$ cat src/rtl/shared_shift_pkg.sv
// Shared types and widths for the two-share nibble-rotation sequencer.
// Used by shared_shift_sequencer and shared_block_left_circular_shift_4bit.
package shared_shift_pkg;

    localparam int BLOCK_W = 64;
    localparam int HALF_W  = 32;
    localparam int ROT_W   = 4;
    localparam int AMT_W   = 3;

    typedef enum logic [1:0] {
        IDLE  = 2'd0,
        SHIFT = 2'd1,
        DONE  = 2'd2
    } state_t;

endpackage

$ cat src/rtl/shared_block_left_circular_shift_4bit.sv
// Combinational 4-bit left rotation of each 32-bit half of two independent shares.
// The shares never interact; each half of each share is rotated on its own.
module shared_block_left_circular_shift_4bit
    import shared_shift_pkg::*;
(
    input  logic [63:0] in_share0,
    input  logic [63:0] in_share1,
    output logic [63:0] out_share0,
    output logic [63:0] out_share1
);

    genvar gi;
    generate
        for (gi = 0; gi < BLOCK_W / HALF_W; gi++) begin : g_half
            assign out_share0[gi*HALF_W +: HALF_W] =
                {in_share0[gi*HALF_W +: HALF_W-ROT_W], in_share0[gi*HALF_W+HALF_W-ROT_W +: ROT_W]};
            assign out_share1[gi*HALF_W +: HALF_W] =
                {in_share1[gi*HALF_W +: HALF_W-ROT_W], in_share1[gi*HALF_W+HALF_W-ROT_W +: ROT_W]};
        end
    endgenerate

endmodule

$ cat src/rtl/shared_shift_sequencer.sv
// Multi-cycle sequencer rotating each 32-bit half of a 2-share block left by 4*amount bits.
// Define SHARED_SHIFT_REFRESH_EN to add refresh_mask, XORed into both shares on accept.
module shared_shift_sequencer (
    input  logic        clk,
    input  logic        rst,
    input  logic        in_valid,
    output logic        in_ready,
    input  logic [2:0]  in_amount,
    input  logic [63:0] in_share0,
    input  logic [63:0] in_share1,
`ifdef SHARED_SHIFT_REFRESH_EN
    input  logic [63:0] refresh_mask,
`endif
    output logic        out_valid,
    input  logic        out_ready,
    output logic [63:0] out_share0,
    output logic [63:0] out_share1,
    output logic        busy
);
    import shared_shift_pkg::*;

    state_t             state_q, state_d;
    logic [BLOCK_W-1:0] share0_q, share0_d;
    logic [BLOCK_W-1:0] share1_q, share1_d;
    logic [AMT_W-1:0]   count_q, count_d;
    logic [BLOCK_W-1:0] rot_share0, rot_share1;
    logic [BLOCK_W-1:0] load_share0, load_share1;

    shared_block_left_circular_shift_4bit u_rot (
        .in_share0  (share0_q),
        .in_share1  (share1_q),
        .out_share0 (rot_share0),
        .out_share1 (rot_share1)
    );

`ifdef SHARED_SHIFT_REFRESH_EN
    // Same mask on both shares re-randomises them while keeping share0^share1 intact.
    assign load_share0 = in_share0 ^ refresh_mask;
    assign load_share1 = in_share1 ^ refresh_mask;
`else
    assign load_share0 = in_share0;
    assign load_share1 = in_share1;
`endif

    always_ff @(posedge clk) begin
        if (rst) begin
            state_q  <= IDLE;
            share0_q <= '0;
            share1_q <= '0;
            count_q  <= '0;
        end else begin
            state_q  <= state_d;
            share0_q <= share0_d;
            share1_q <= share1_d;
            count_q  <= count_d;
        end
    end

    always_comb begin
        state_d  = state_q;
        share0_d = share0_q;
        share1_d = share1_q;
        count_d  = count_q;
        case (state_q)
            IDLE: begin
                if (in_valid) begin
                    share0_d = load_share0;
                    share1_d = load_share1;
                    count_d  = in_amount;
                    state_d  = (in_amount != '0) ? SHIFT : DONE;
                end
            end
            SHIFT: begin
                share0_d = rot_share0;
                share1_d = rot_share1;
                count_d  = count_q - 1'b1;
                if (count_q == 3'd1) begin
                    state_d = DONE;
                end
            end
            DONE: begin
                // Requests arriving here are dropped, so handoff always leaves a bubble.
                if (out_ready) begin
                    state_d = IDLE;
                end
            end
            default: state_d = IDLE;
        endcase
    end

    always_comb begin
        in_ready  = (state_q == IDLE);
        out_valid = (state_q == DONE);
        busy      = (state_q == SHIFT) || (state_q == DONE);
    end

    assign out_share0 = share0_q;
    assign out_share1 = share1_q;

endmodule

$ cat config.mk
export PLATFORM = sky130hd
export DESIGN_NAME = shared_shift_sequencer
export DESIGN_NICKNAME = d
export VERILOG_FILES = /design/src/rtl/shared_shift_pkg.sv /design/src/rtl/shared_block_left_circular_shift_4bit.sv /design/src/rtl/shared_shift_sequencer.sv
export SDC_FILE = /design/constraint.sdc
export NUM_CORES = 1
export LEC_CHECK = 0
export ABC_AREA = 1
export BUFFER_PORTS_ARGS = -buffer_cell sky130_fd_sc_hd__clkbuf_2
export CAP_MARGIN = 15
export CORE_MARGIN = 10
export CORE_UTILIZATION = 40
export CTS_CLUSTER_SIZE = 20
export DETAILED_ROUTE_END_ITERATION = 7
export PLACE_DENSITY = 0.79
export SLEW_MARGIN = 10
export SYNTH_ARGS = -nofsm -noshare
export SYNTH_HDL_FRONTEND = slang
export SYNTH_HIERARCHICAL = 1
export SYNTH_SLANG_ARGS = --single-unit
$ cat constraint.sdc
create_clock -name clk -period 1.44 [get_ports clk]
set_clock_uncertainty 0.05 [all_clocks]
set_input_delay 0.072 -clock clk [delete_from_list [all_inputs] [get_ports clk]]
set_output_delay 0.072 -clock clk [all_outputs]
set_load 0.1 [all_outputs]
# Yosys cells after proc, flatten, opt, wreduce, memory -nomap -nowiden
# Cells that the tools add are included.
# totals
inputBits,135
elab_cells,28
output_inout_bits,131
reg_bits,133
# op_classes
n_addsub,1
n_eq_ne,6
n_mux,11
n_reduce_logical,6
# ops
op,n
case mux 64 bit (2 select lines),2
two-way mux 64 bit,2
two-way mux 2 bit,4
case mux 2 bit (3 select lines),1
case mux 3 bit (2 select lines),1
!= test 2 bit (second input constant),2
equality test 3 x 1 -> 1 bit (second input constant),1
two-way mux 3 bit,1
AND reduction 3 bit,1
nonzero test 3 bit,1
subtractor 3 x 1 -> 3 bit (second input constant),1
equality test 2 x 1 -> 1 bit (second input constant),1
equality test 2 bit (second input constant),1
zero test 2 bit,1
!= test 2 x 1 -> 1 bit (second input constant),1
AND reduction 2 bit,1
nonzero test 2 bit,1
logical OR 1 bit,1

# Depth between registers and ports, before layout
# depth
ltp_word,4
depth_mapped,11
mapped_depth_nobuf,8

# By module
# Netlist, hierarchy kept.
# by_module_without_submodules
module,n_inst,area_each_um2,cells_each,seq_area_each_um2
shared_shift_sequencer,1,6427.4,1028,2662.6
shared_block_left_circular_shift_4bit,1,960.9,128,0.0

# Least setup slack after synthesis
# Ideal clock, no wire load.
# synth_timing
kind,reg2reg
from,register state_q[0]
to,"register share0_q[0], in the netlist out_share0[0]"
n_path_buf,2
stages_incl_launch_ff,10
path_slack_ns,-0.808
setup_time_ns,0.117
arrival_ns,2.081
required_ns,1.273
period_less_slack_ns,2.248
path_cell_list,dfxtp_1 -> inv_1 -> ha_1 -> nand2_1 -> nand2_4 -> inv_2 -> buf_6 -> buf_6 -> nor2_1 -> nor2_1
# synth_between
elab_chain_cells,3
word_cells_on_any_way,6
cone_classes,eq/ne: 2; mux: 1; reduce/logical: 3
# synth_rtl
element,line_no,text
from (decl),shared_shift_sequencer.sv:22,"state_t state_q, state_d;"
from (signal assigned),shared_shift_sequencer.sv:52,state_q <= state_d;
zero test 2 bit (*),n/a,
net in_ready,shared_shift_sequencer.sv:7,"output logic in_ready,"
!= test 2 bit (no line) / nonzero test 2 bit (equally long branches),n/a,
AND reduction 2 bit (no line),n/a,
to (signal assigned),shared_shift_sequencer.sv:53,share0_q <= share0_d;
to (decl),shared_shift_sequencer.sv:23,"logic [BLOCK_W-1:0] share0_q, share0_d;"
# Mark *: on every way through the listed nets, which the timed path passes. The rest lies on a longest branch.
# A chain may end at the register's enable or synchronous reset.

# Worst setup path in the final report
# layout_timing
from,register state_q[1]
to,"register share0_q[5], in the netlist out_share0[5]"
# layout_between
elab_chain_cells,3
word_cells_on_any_way,6
cone_classes,eq/ne: 2; mux: 1; reduce/logical: 3
# layout_rtl
element,line_no,text
equality test 2 x 1 -> 1 bit / zero test 2 bit (equally long branches),shared_shift_sequencer.sv:64,case (state_q)
nonzero test 2 bit (no line) / != test 2 bit (equally long branches),n/a,
AND reduction 2 bit (no line),n/a,
# Several ways; a longest one is shown, not always the timed one.

==> flow_summary.json <==
{
  "period_needed_ns": 1.54,
  "rsz0062_at_grt": "yes",
  "nFillCells": 1454,
  "ys_types": 18,
  "io_buffers": 265,
  "path_delay_family": "buffers and inverters",
  "wl_per_cell_um": 16.5,
  "setup_viol": 86,
  "whs_ns": 0.0879,
  "startpoint_type": "register",
  "chipWidth_um": 156,
  "syn_avg_cell_area_um2": 6.39,
  "io_pins": 266,
  "timing.rr.end": "out_share0[5]",
  "synth-seq-area-share": 0.360,
  "path_clk_slew_ns": 0.06,
  "cpPeakStageDelay_ns": 0.35,
  "clockBufferDepth": 2,
  "critPathCaptureType": "register",
  "grt_pass1_vias": 7622,
  "grt.total_usage": 0.197,
  "holdCritStartpoint": "out_ready",
  "hold_viol_final": 0,
  "final.setup.worst_slack_ns": -0.0978,
  "htreeDepth": 4,
  "cts_sinks": 133,
  "final_area_um2": 10900,
  "drt_iter0_markers": 540,
  "num_rows": 49,
  "preCtsSetupSlack_ns": -0.0690,
  "antenna_found_initial": 4,
  "seq_area_um2": 2710,
  "grt_max_degree": 51,
  "cts_buffers": 17,
  "finalMaxSlewViolations": 0,
  "cts_tree": "yes",
  "slew_headroom": 0.620,
  "grt_pass1_wl_um": 39500,
  "fp.dieArea_um2": 24300,
  "ff2ff_path_depth": 9,
  "cpMostUsedCell": "nand2_8",
  "hold_path_end": "state_q[1]",
  "hold_path_class": "in2reg",
  "grt.overflow.total": 0,
  "drive_gt1_frac": 0.312,
  "multi_input_area_um2": 3540,
  "remaining_drc_errors": 0,
  "crit_chain": "inv_4 > ha_4 > inv_8 > nand2_8 > nand2_8 > buf_6 > buf_12 > o21ai_2 > nor2_1",
  "run_status": "finished, violations left",
  "arrival_ns": 1.79,
  "via_per_inst": 4.91,
  "clk-insertion-delay-late_ns": 0.41,
  "worstHoldPathCells": 7,
  "synth_seq_cells": 133,
  "crit-reg2reg-launch": "state_q[1]",
  "start_util": 0.409,
  "area_delta_synth_final_pct": 47.8,
  "tightestPinTransition_ns": 0.572,
  "path_buf_inv": 4,
  "tns_ns": -1.84,
  "failed_checks": "negative setup slack",
  "finalCritPeriodShare": 1.07,
  "syn-cell-area_um2": 7390,
  "syn_nets": 1296,
  "design.core.area_um2": 18100,
  "crit_slowest_cell": "dfxtp_4",
  "crit_fanout": 10,
  "required_ns": 1.69,
  "vias": 8242,
  "first_pass_iters": 7,
  "finalWeightedCongestion": 0.841,
  "place_area_um2": 8220,
  "die_h_um": 156,
  "crit_type": "reg2reg",
  "antenna_left": 0,
  "synthCells": 1156,
  "drt_wl_total_um": 27800,
  "r2r_slack_ns": -0.1,
  "hpwl_um": 15800,
  "nNetsFinal": 1571,
  "cap_violations": 0,
  "yosys_warnings": 6,
  "cts_root_buf": "clkbuf_16",
  "fmax_ghz": 0.650
}
## per-stage QoR
step,util,cells
2_1_floorplan,-,1156
3_3_place_gp,0.455,1486
3_5_place_dp,0.455,1486
4_1_cts,0.565,1649
5_1_grt,0.603,1676
6_report,0.604,1680
## final cells by class
type / instances / area share
multi-input combinational: 812 / 0.324
inverter: 13 / 0.00745
timing repair buffer: 453 / 0.333
antenna: 8 / 0.00183
clock inverter: 13 / 0.0189
sequential: 133 / 0.248
timing repair inverter: 1 / 0.000802
tap: 229 / 0.0262
clock buffer: 18 / 0.0393
## how the worst max path moves through the flow
stage,startpoint,end,slack (ns),cells past startpoint
floorplan,state_q[1],out_share1[10],-0.12,9
global placement,state_q[0],out_share0[30],-0.02,9
detailed placement,state_q[0],out_share1[30],-0.07,9
CTS,state_q[1],out_share1[57],-0.02,9
global route,state_q[1],out_share0[57],-0.16,9
finish,state_q[1],out_share0[5],-0.1,9
## cell usage after synthesis
| cell | count | share of area |
|---|---|---|
| nor2_1 | 262 | 0.13 |
| nand2_4 | 1 | 0.0015 |
| nand3_1 | 3 | 0.0020 |
| ha_1 | 5 | 0.0085 |
| nand2_2 | 1 | 0.00085 |
| o21ai_0 | 112 | 0.076 |
| a21oi_1 | 4 | 0.0027 |
| nand2_1 | 404 | 0.21 |
| dfxtp_1 | 133 | 0.36 |
| inv_1 | 11 | 0.0056 |
| buf_4 | 141 | 0.14 |
| o21bai_1 | 1 | 0.0010 |
| buf_6 | 13 | 0.020 |
| clkbuf_1 | 23 | 0.012 |
| inv_2 | 1 | 0.00051 |
| o21ai_1 | 18 | 0.012 |
| inv_4 | 1 | 0.00085 |
| buf_2 | 22 | 0.015 |
## kinds of logic after synthesis
group,count (synthesis),synth area share
simple gates,671,0.343
buf+inv,212,0.197
compound gates,135,0.0918
flops,133,0.360
fa+ha+maj,5,0.00847
## state kept, by name (all words and copies together) (netlist names)
signal,flops
count_q,3
out_share0,64
out_share1,64
state_q,2
## routing by layer
metal  routed length (um)  vias up  part of all wire  track usage
li1                     -     3996                 -            -
met1                10800     3742              0.39        0.228
met2                13600      436              0.49        0.329
met3                 2750       68             0.099       0.0662
met4                  719        0             0.026       0.0764
met5                    0        -                 0            0
## placed cells by master, fill, tap and decap left out, drive strengths merged
cell	n
clkinvlp	2
a21oi	4
bufinv	5
inv	14
dlygate4sd3	132
buf	73
o21ai	130
nor2	262
nand2	407
ha	5
diode	8
o21bai	1
dfxtp	133
clkbuf	266
clkinv	6
nand3	3
## what timing repair did
action / in CTS / in global routing
hold buffers: 132 / 0
hold endpoints to repair: 131 / 0
buffers inserted: 1 / 4
gates resized for setup: 19 / 109
endpoints found under the setup margin: 135 / 144
pin swaps: 1 / 8
cloned: 0 / 19
## tightest hold or removal path: cells and delay by family
family	cells	cell delay (ns)
AND/OR/NAND/NOR	5	0.30
buffers and inverters	2	0.14
Power is left out: the tool's default activity adds up to more than one toggle a clock period on the data nets, which glitch-free logic cannot reach.
